**src/rtl/ring_decoder_pkg.sv**
```systemverilog
// ring_pkg: shared types and helpers for the ring decoder.
// Holds the dir_t step classification and a ring-adjacency helper.
package ring_pkg;

  typedef enum logic [1:0] {
    DIR_HOLD  = 2'd0,
    DIR_RIGHT = 2'd1,
    DIR_LEFT  = 2'd2,
    DIR_JUMP  = 2'd3
  } dir_t;

  // Neighbour of position i on a ring of wid slots: left = i+1, right = i-1 (mod wid).
  function automatic int unsigned ring_adj(input int unsigned i, input int unsigned wid,
                                           input bit left);
    if (left) return (i == wid - 1) ? 0 : i + 1;
    else      return (i == 0) ? wid - 1 : i - 1;
  endfunction

endpackage

```
**src/rtl/ring_decoder_onehot_enc.sv**
```systemverilog
// onehot_enc: combinational one-hot to binary encoder.
// ok is high only when exactly one bit of d is set; idx is meaningful only then.
module onehot_enc #(
  parameter int WID = 8,
  localparam int IDXW = $clog2(WID)
) (
  input  logic [WID-1:0]  d,
  output logic [IDXW-1:0] idx,
  output logic            ok
);

  // OR together the positions of all set bits; exact for one-hot inputs.
  always_comb begin
    idx = '0;
    for (int unsigned i = 0; i < WID; i++) begin
      if (d[i]) idx = idx | IDXW'(i);
    end
    ok = (d != '0) && ((d & (d - WID'(1))) == '0);
  end

endmodule

```
**src/rtl/ring_decoder.sv**
```systemverilog
// ring_decoder: decodes a one-hot ring state bus into position, step direction,
// wrap pulses and a signed revolution count.
// Optional feature macro: RING_DECODER_REVCNT_EN builds the revolution counter;
// without it rev is tied to zero (wrap pulses are still produced).
module ring_decoder
  import ring_pkg::*;
#(
  parameter int WID  = 8,
  parameter int REVW = 16,
  localparam int IDXW = $clog2(WID)
) (
  input  logic            clk,
  input  logic            rst_n,
  input  logic            ce,
  input  logic            clr,
  input  logic [WID-1:0]  d,
  output logic [IDXW-1:0] idx,
  output logic            vld,
  output logic            err,
  output logic            err_sticky,
  output logic            stb,
  output logic [1:0]      dir,
  output logic            wrap_l,
  output logic            wrap_r,
  output logic [REVW-1:0] rev
);

  logic [IDXW-1:0] enc_idx;
  logic            enc_ok;
  logic            s1_pend;

  logic [IDXW-1:0] prev_idx, prev_idx_n;
  logic            prev_vld, prev_vld_n;
  dir_t            dir_q, dir_n;
  logic            stb_n, wrap_l_n, wrap_r_n;
  logic [IDXW-1:0] nb_left, nb_right;

  onehot_enc #(.WID(WID)) u_enc (
    .d   (d),
    .idx (enc_idx),
    .ok  (enc_ok)
  );

  // Stage 1: capture and classify the sample; idx keeps the last legal position.
  always_ff @(posedge clk or negedge rst_n) begin
    if (!rst_n) begin
      idx        <= '0;
      vld        <= 1'b0;
      err        <= 1'b0;
      err_sticky <= 1'b0;
      s1_pend    <= 1'b0;
    end else if (clr) begin
      vld        <= 1'b0;
      err        <= 1'b0;
      err_sticky <= 1'b0;
      s1_pend    <= 1'b0;
    end else if (ce) begin
      if (enc_ok) idx <= enc_idx;
      vld        <= enc_ok;
      err        <= !enc_ok;
      err_sticky <= err_sticky | !enc_ok;
      s1_pend    <= 1'b1;
    end else begin
      err     <= 1'b0;
      s1_pend <= 1'b0;
    end
  end

  assign nb_left  = IDXW'(ring_adj(32'(prev_idx), WID, 1'b1));
  assign nb_right = IDXW'(ring_adj(32'(prev_idx), WID, 1'b0));

  // Stage 2 next-state: compare the stage-1 sample against the reference position.
  always_comb begin
    stb_n      = 1'b0;
    wrap_l_n   = 1'b0;
    wrap_r_n   = 1'b0;
    dir_n      = dir_q;
    prev_idx_n = prev_idx;
    prev_vld_n = prev_vld;
    if (clr) begin
      prev_vld_n = 1'b0;
    end else if (s1_pend) begin
      stb_n = 1'b1;
      if (!vld) begin
        dir_n      = DIR_JUMP;
        prev_vld_n = 1'b0;
      end else if (!prev_vld) begin
        dir_n      = DIR_HOLD;
        prev_vld_n = 1'b1;
        prev_idx_n = idx;
      end else if (idx == prev_idx) begin
        dir_n = DIR_HOLD;
      end else if (idx == nb_right) begin
        dir_n      = DIR_RIGHT;
        wrap_r_n   = (prev_idx == '0);
        prev_idx_n = idx;
      end else if (idx == nb_left) begin
        dir_n      = DIR_LEFT;
        wrap_l_n   = (prev_idx == IDXW'(WID - 1));
        prev_idx_n = idx;
      end else begin
        dir_n      = DIR_JUMP;
        prev_idx_n = idx;
      end
    end
  end

  // Stage 2 registers: step report pulses and the tracking reference.
  always_ff @(posedge clk or negedge rst_n) begin
    if (!rst_n) begin
      stb      <= 1'b0;
      wrap_l   <= 1'b0;
      wrap_r   <= 1'b0;
      dir_q    <= DIR_HOLD;
      prev_idx <= '0;
      prev_vld <= 1'b0;
    end else begin
      stb      <= stb_n;
      wrap_l   <= wrap_l_n;
      wrap_r   <= wrap_r_n;
      dir_q    <= dir_n;
      prev_idx <= prev_idx_n;
      prev_vld <= prev_vld_n;
    end
  end

  assign dir = dir_q;

`ifdef RING_DECODER_REVCNT_EN
  logic [REVW-1:0] rev_q;

  // Revolution counter: steps on the same edge that raises the wrap pulse.
  always_ff @(posedge clk or negedge rst_n) begin
    if (!rst_n)        rev_q <= '0;
    else if (clr)      rev_q <= '0;
    else if (wrap_l_n) rev_q <= rev_q + REVW'(1);
    else if (wrap_r_n) rev_q <= rev_q - REVW'(1);
  end

  assign rev = rev_q;
`else
  assign rev = '0;
`endif

endmodule

```
**config.mk**
```make
export PLATFORM = sky130hd
export DESIGN_NAME = ring_decoder
export DESIGN_NICKNAME = d
export VERILOG_FILES = /design/src/rtl/ring_decoder_pkg.sv /design/src/rtl/ring_decoder_onehot_enc.sv /design/src/rtl/ring_decoder.sv
export SDC_FILE = /design/constraint.sdc
export NUM_CORES = 1
export LEC_CHECK = 0
export ABC_AREA = 1
export CAP_MARGIN = 20
export CORE_UTILIZATION = 47
export CTS_BUF_LIST = sky130_fd_sc_hd__clkbuf_4 sky130_fd_sc_hd__clkbuf_8 sky130_fd_sc_hd__clkbuf_16
export DETAILED_ROUTE_END_ITERATION = 12
export GPL_TIMING_DRIVEN = 0
export PLACE_DENSITY = 0.86
export SYNTH_ARGS = -nofsm -noshare
export SYNTH_HDL_FRONTEND = slang
export SYNTH_SLANG_ARGS = --single-unit
```
**constraint.sdc**
```tcl
create_clock -name clk -period 2.3 [get_ports clk]
set_input_delay 0.46 -clock clk [delete_from_list [all_inputs] [get_ports clk]]
set_output_delay 0.46 -clock clk [all_outputs]
set_load 0.05 [all_outputs]
```
==> reports/results.ini, run 1 <==
[setup_path]
crit_end = idx[2]
path_cells = clkdlybuf4s50_1
endpoint_kind = output port
cp_max_fo = 6
worst-path-buf-inv = 1
worstPathArrival_ns = 1.61
path_delay_family = buffers and inverters
cpPeakStageDelay_ns = 0.85
worstReg2RegStart = prev_idx[0]$_DFFE_PN0P_
crit_type = reg2out
slowest_stage = clkdlybuf4s50_1
start_kind = flop
r2r_slack_ns = 0.74
ff2ff_path_depth = 7
worstSetupStartpoint = idx[2]$_DFFE_PN0P_
r2r_end = dir[0]$_DFFE_PN0P_
cp.depth = 1
required_ns = 1.84

[logic_synthesis]
yosysTopAreaCellShare_pct = 37.0
synth_ff_type = dfrtp_1
synth_cells = 147
ys_seq_area_share_pct = 37.0
yosysUniqueCellTypes = 24
yosys-top-cells-area = dfrtp_1, nand2_1, buf_4
yosys_warnings = 0
synth_top_area_cell = dfrtp_1
synth_area_sq_um = 1080
synthArstFlopShare_pct = 100
syn_area_per_cell_sq_um = 7.35
ys_seq_elements = 16
synth-edff-count = 0

[global_route]
grt_pass1_wl_microns = 2900
grt_pass1_vias = 825
antenna_found_initial = 0
grtUsageTotal_pct = 15.2
grt_max_degree = 17
grt_overflow = 0

[placement]
port_buffers = 22
hpwl_microns = 1640
placed_cells = 212
dp_slack_ns = 0.420
place.gp.congestion = 0.791

[routing]
drtIter0Drc = 14
via_per_inst = 4.48
wire_per_inst_microns = 8.84
drc = 0
ant_nets = 0
dr_total_vias = 967
routed_wl_microns = 1910
drt-pass1-iter-count = 4

[cells_and_area]
nNetsFinal = 205
final_cells = 216
layout_common_cells = nand2_1, clkdlybuf4s50_1, inv_1
drive_above_1_share_pct = 16.0
antenna_cells = 0
syn2layout_area_growth_pct = 32.2
final_common_cell = nand2_1
fillers = 189

[clocking]
clock_path_buffers = 2
clkTransAtPathRegs_ns = 0.10
cts_hold_buf = 0
post_cts_resized = 0
h-tree-depth = 1
cts_tree = done
root_buffer = clkbuf_4
clk_latency_ns = 0.28
cts_sinks = 16
cts_setup_buffers = 0
numCtsBuffers = 3

[floorplanning]
fp-row-count = 17
fp.dieW_microns = 50.0
dieArea_sq_um = 2500
pin_count = 39
core_area_sq_um = 2190
chipHeight_microns = 50.0
initial_core_util_pct = 49.3

[timing]
grt_setup_unrepaired = no
period_minus_slack_ns = 2.07
finalWorstSetupSlack_ns = 0.228
setup_viol = 0
skew_ns = 0.00131
period_share_pct = 90.1
maxSlewHeadroom_pct = 54.9
fmaxAchievable_mhz = 483
worst_pin_slew_ns = 0.674
tns_ns = 0
drv_slew = 0
hold_viol = 0

[flow_run]
drv_cap = 0

[pwr]
ir_drop_v = 0.000252
p_total_mw = 0.731
p_leak_nw = 0.738
powerDensity_nw_per_um2 = 511

[worst_hold_path]
min_path_type = reg2reg

[status]
status = completed

[final cells by class]
class                      instances  area (sq um)  share of cell area (%)
multi-input combinational        109           538                    37.7
tap                               28          35.0                    2.45
clock buffer                       4          36.3                    2.54
timing repair buffer              22           220                    15.4
buffer                            16           120                    8.41
sequential                        16           400                    28.0
inverter                          21          78.8                    5.52
[power breakdown]
group / switching, mW / internal, mW / total (mW)
sequential: 0.0138 / 0.293 / 0.307
combinational: 0.159 / 0.0789 / 0.237
clock: 0.0900 / 0.0963 / 0.186
[stage by stage]
| step | hold slack (ns) | cell area, sq um | util (%) |
|---|---|---|---|
| final | 0.459 | 1430 | 65.2 |
| after global routing | 0.477 | 1430 | 65.2 |
| after CTS | 0.466 | 1430 | 65.2 |
| after detailed placement | 0.453 | 1390 | 63.6 |
| after global placement | 0.440 | 1390 | 63.6 |
| after floorplan | 0.164 | 1140 | - |
[synth_stat cells, types with 2 or more instances]
cell / count
a21oi_1: 2
buf_4: 16
clkinv_1: 2
dfrtp_1: 16
ha_1: 4
inv_1: 18
nand2_1: 48
nand3_1: 6
nand4_1: 4
nor2_1: 9
nor2_2: 4
nor2_4: 2
o21ai_0: 3
xnor2_1: 3
[flip-flops by register name, summed over array words and instances, names as in the netlist]
name	count
wrap_l	1
dir	2
s1_pend	1
prev_vld	1
vld	1
wrap_r	1
idx	3
err_sticky	1
stb	1
prev_idx	3
err	1
[how the worst min path moves through the flow]
| stage | start | to | slack [ns] | cells after the start |
|---|---|---|---|---|
| final | s1_pend$_DFF_PN0_ | prev_vld$_DFFE_PN0P_ | 0.46 | 1 |
| after global routing | s1_pend$_DFF_PN0_ | prev_vld$_DFFE_PN0P_ | 0.48 | 1 |
| after global placement | s1_pend$_DFF_PN0_ | prev_vld$_DFFE_PN0P_ | 0.44 | 1 |
| after CTS | s1_pend$_DFF_PN0_ | prev_vld$_DFFE_PN0P_ | 0.47 | 1 |
| after detailed placement | s1_pend$_DFF_PN0_ | prev_vld$_DFFE_PN0P_ | 0.45 | 1 |
| after floorplan | rst_n | dir[0]$_DFFE_PN0P_ | 0.16 | 0 |
[worst reg2reg max path: stages (launching register included)]
cell and delay, ns:
dfrtp_1 0.44, ha_1 0.22, ha_1 0.20, nor2_1 0.15
xor2_1 0.20, nand3b_1 0.11, nand2_1 0.09, a21oi_1 0.06
[routing by layer]
layer / share of wire, % / up-vias / global-route usage [%]
li1: - / 500 / -
met1: 35 / 426 / 13.0
met2: 57 / 37 / 31.8
met3: 6.4 / 4 / 2.78
met4: 1.4 / 0 / 7.62
met5: 0 / - / 0
[cell families (layout without fill, tap and decap cells)]
kind of cell             count (synthesis)  after routing  synth area share [%]
XOR/XNOR                                 4              4                  3.24
flip-flops                              16             16                  37.0
AO/OA/AOI/OAI                            7              7                  3.82
adder cells (fa/ha/maj)                  4              4                  4.63
AND/OR/NAND/NOR                         78             78                  32.5
other                                    1             16                 0.347
buffers and inverters                   37             63                  18.4
Note: power is estimated with default switching activity, not from simulation.
==> run 2: changes to the inputs <==
--- a/config.mk
+++ b/config.mk
@@ -7,7 +7,9 @@
 export LEC_CHECK = 0
 export ABC_AREA = 1
 export CAP_MARGIN = 20
-export CORE_UTILIZATION = 47
+export CELL_PAD_IN_SITES_DETAIL_PLACEMENT = 1
+export CELL_PAD_IN_SITES_GLOBAL_PLACEMENT = 1
+export CORE_UTILIZATION = 33
 export CTS_BUF_LIST = sky130_fd_sc_hd__clkbuf_4 sky130_fd_sc_hd__clkbuf_8 sky130_fd_sc_hd__clkbuf_16
 export DETAILED_ROUTE_END_ITERATION = 12
 export GPL_TIMING_DRIVEN = 0
==> constraint.sdc (replaced) <==
create_clock -name clk -period 2.3 [get_ports clk]
set_input_delay 0.69 -clock clk [delete_from_list [all_inputs] [get_ports clk]]
set_output_delay 0.69 -clock clk [all_outputs]
set_load 0.05 [all_outputs]
==> run 2 against run 1 <==
Via count rose by 4.4%. Combinational power about the same. Wire length is 25% higher. First-iteration DRC count increased by 7.1%. Non-clock buffer count did not move. Clock-buffer cell count is the same. Largest cell class unchanged.
==> reports/results.ini, run 2 (synthesis gave the netlist of run 1 again) <==
[clocking]
numCtsBuffers = 3  ; unchanged
cts_setup_buffers = 0  ; unchanged
cts_tree = done
clock_path_buffers = 2  ; unchanged
clk_latency_ns = 0.29  ; about the same
root_buffer = clkbuf_4
clkTransAtPathRegs_ns = 0.10  ; about the same
cts_sinks = 16  ; unchanged
post_cts_resized = 1  ; +1
cts_hold_buf = 0  ; unchanged
h-tree-depth = 1  ; unchanged

[timing]
skew_ns = 0.00423  ; +0.00293 ns
fmaxAchievable_mhz = 451  ; -6.6%
period_share_pct = 96.4  ; +6.3 points
maxSlewHeadroom_pct = 51.8  ; -3.1 points
worst_pin_slew_ns = 0.721  ; +0.0468 ns
drv_slew = 0  ; unchanged
hold_viol = 0  ; unchanged
tns_ns = 0  ; unchanged
grt_setup_unrepaired = no
period_minus_slack_ns = 2.22  ; +0.145 ns
setup_viol = 0  ; unchanged

[routing]
routed_wl_microns = 2390  ; +25%
drt-pass1-iter-count = 2  ; -2
drc = 0  ; unchanged
via_per_inst = 4.35  ; -2.8%
dr_total_vias = 1010  ; +4.4%
drtIter0Drc = 15  ; +1
ant_nets = 0  ; unchanged
wire_per_inst_microns = 10.3  ; +16%

[cells_and_area]
nNetsFinal = 205  ; unchanged
drive_above_1_share_pct = 16.0  ; unchanged
final_common_cell = nand2_1
layout_common_cells = nand2_1, clkdlybuf4s50_1, inv_1
syn2layout_area_growth_pct = 34.1
fillers = 426  ; +130%
antenna_cells = 0  ; unchanged

[placement]
port_buffers = 22  ; unchanged
place.gp.congestion = 0.799  ; +1.1%
hpwl_microns = 2050  ; +25%

[floorplanning]
core_area_sq_um = 3080  ; +40%
pin_count = 39  ; unchanged
fp-row-count = 20  ; +3
dieArea_sq_um = 3510  ; +41%
initial_core_util_pct = 35.1  ; -14 points
fp.dieW_microns = 59.2  ; +19%
chipHeight_microns = 59.2  ; +19%

[setup_path]
worst-path-buf-inv = 1  ; unchanged
slowest_stage = clkdlybuf4s50_1
start_kind = flop
worstSetupStartpoint = idx[0]$_DFFE_PN0P_
cpPeakStageDelay_ns = 0.82  ; -0.03 ns
worstPathArrival_ns = 1.53  ; -0.08 ns
path_delay_family = buffers and inverters
worstReg2RegStart = prev_idx[0]$_DFFE_PN0P_
endpoint_kind = output port
required_ns = 1.61  ; -0.23 ns
crit_type = reg2out
path_cells = clkdlybuf4s50_1
cp_max_fo = 4  ; -2

[pwr]
p_comb_share_pct = 32.4  ; about the same
pwr-share-clk_pct = 26.2  ; +0.7 points
powerDensity_nw_per_um2 = 510  ; -0.33%
swShare_pct = 36.9  ; +0.94 points
p_sw_mw = 0.272  ; +3.8%
ir_drop_v = 0.000132  ; -48%
p_leak_nw = 0.759  ; +2.7%
p_total_mw = 0.739  ; +1.1%
p_seq_share_pct = 41.5  ; -0.5 points
p_int_mw = 0.467  ; -0.34%

[worst_hold_path]
min_from = s1_pend$_DFF_PN0_
min_path_type = reg2reg

[flow_run]
drv_cap = 0  ; unchanged

[global_route]
grt_pass1_vias = 1079  ; +31%
grt_max_degree = 17  ; unchanged
grt_pass1_wl_microns = 4210  ; +45%
antenna_found_initial = 0  ; unchanged
grtUsageTotal_pct = 15.6  ; +0.39 points
grt_overflow = 0  ; unchanged

[status]
status = completed

-- run 2: worst paths after layout --
kind	cells after the start	slack (ns)	end
max	1	0.08	idx[0]
min	1	0.47	prev_vld$_DFFE_PN0P_
max reg2reg	6	0.78	dir[0]$_DFFE_PN0P_
min reg2reg	1	0.47	prev_vld$_DFFE_PN0P_
max in group asynchronous	1	1.03	vld$_DFFE_PN0P_
min in group asynchronous	1	0.81	prev_idx[2]$_DFFE_PN0P_
-- run 2: cell type report --
class                   instances  area (sq um)  area share, %
clock buffers                   4          36.3           2.50
multi-input cells             109           538           37.1
well taps                      44          55.1           3.80
flip-flops and latches         16           400           27.6
repair buffers                 22           221           15.3
inverters                      21          78.8           5.44
plain buffers                  16           120           8.28
-- run 2: stage by stage --
| stage | cells | utilization, % | cell area [sq um] | worst slack, ns | hold slack, ns |
|---|---|---|---|---|---|
| finish | 232 | 47.1 | 1450 | 0.0830 | 0.466 |
| global route | 232 | 47.1 | 1450 | 0.0154 | 0.490 |
| CTS | 232 | 47.0 | 1450 | 0.0176 | 0.474 |
| detailed placement | 228 | 45.9 | 1410 | 0.147 | 0.460 |
| global placement | 228 | 45.9 | 1410 | 0.211 | 0.440 |
| floorplan | 162 | - | 1140 | 0.775 | 0.394 |
-- run 2: per-layer routing --
| layer | track usage (%) | share of wire, % |
|---|---|---|
| met3 | 2.62 | 3.6 |
| met1 | 14.6 | 37 |
| met4 | 4.08 | 0 |
| met5 | 0 | 0 |
| met2 | 33.2 | 59 |
-- run 2: power groups by stage --
stage          sequential (mW)  clock, mW  combinational [mW]
5_1_grt                  0.309      0.210               0.258
2_1_floorplan            0.349          0               0.137
3_5_place_dp             0.313          0               0.241
6_report                 0.306      0.193               0.239
4_1_cts                  0.307      0.200               0.240
3_3_place_gp             0.312          0               0.234
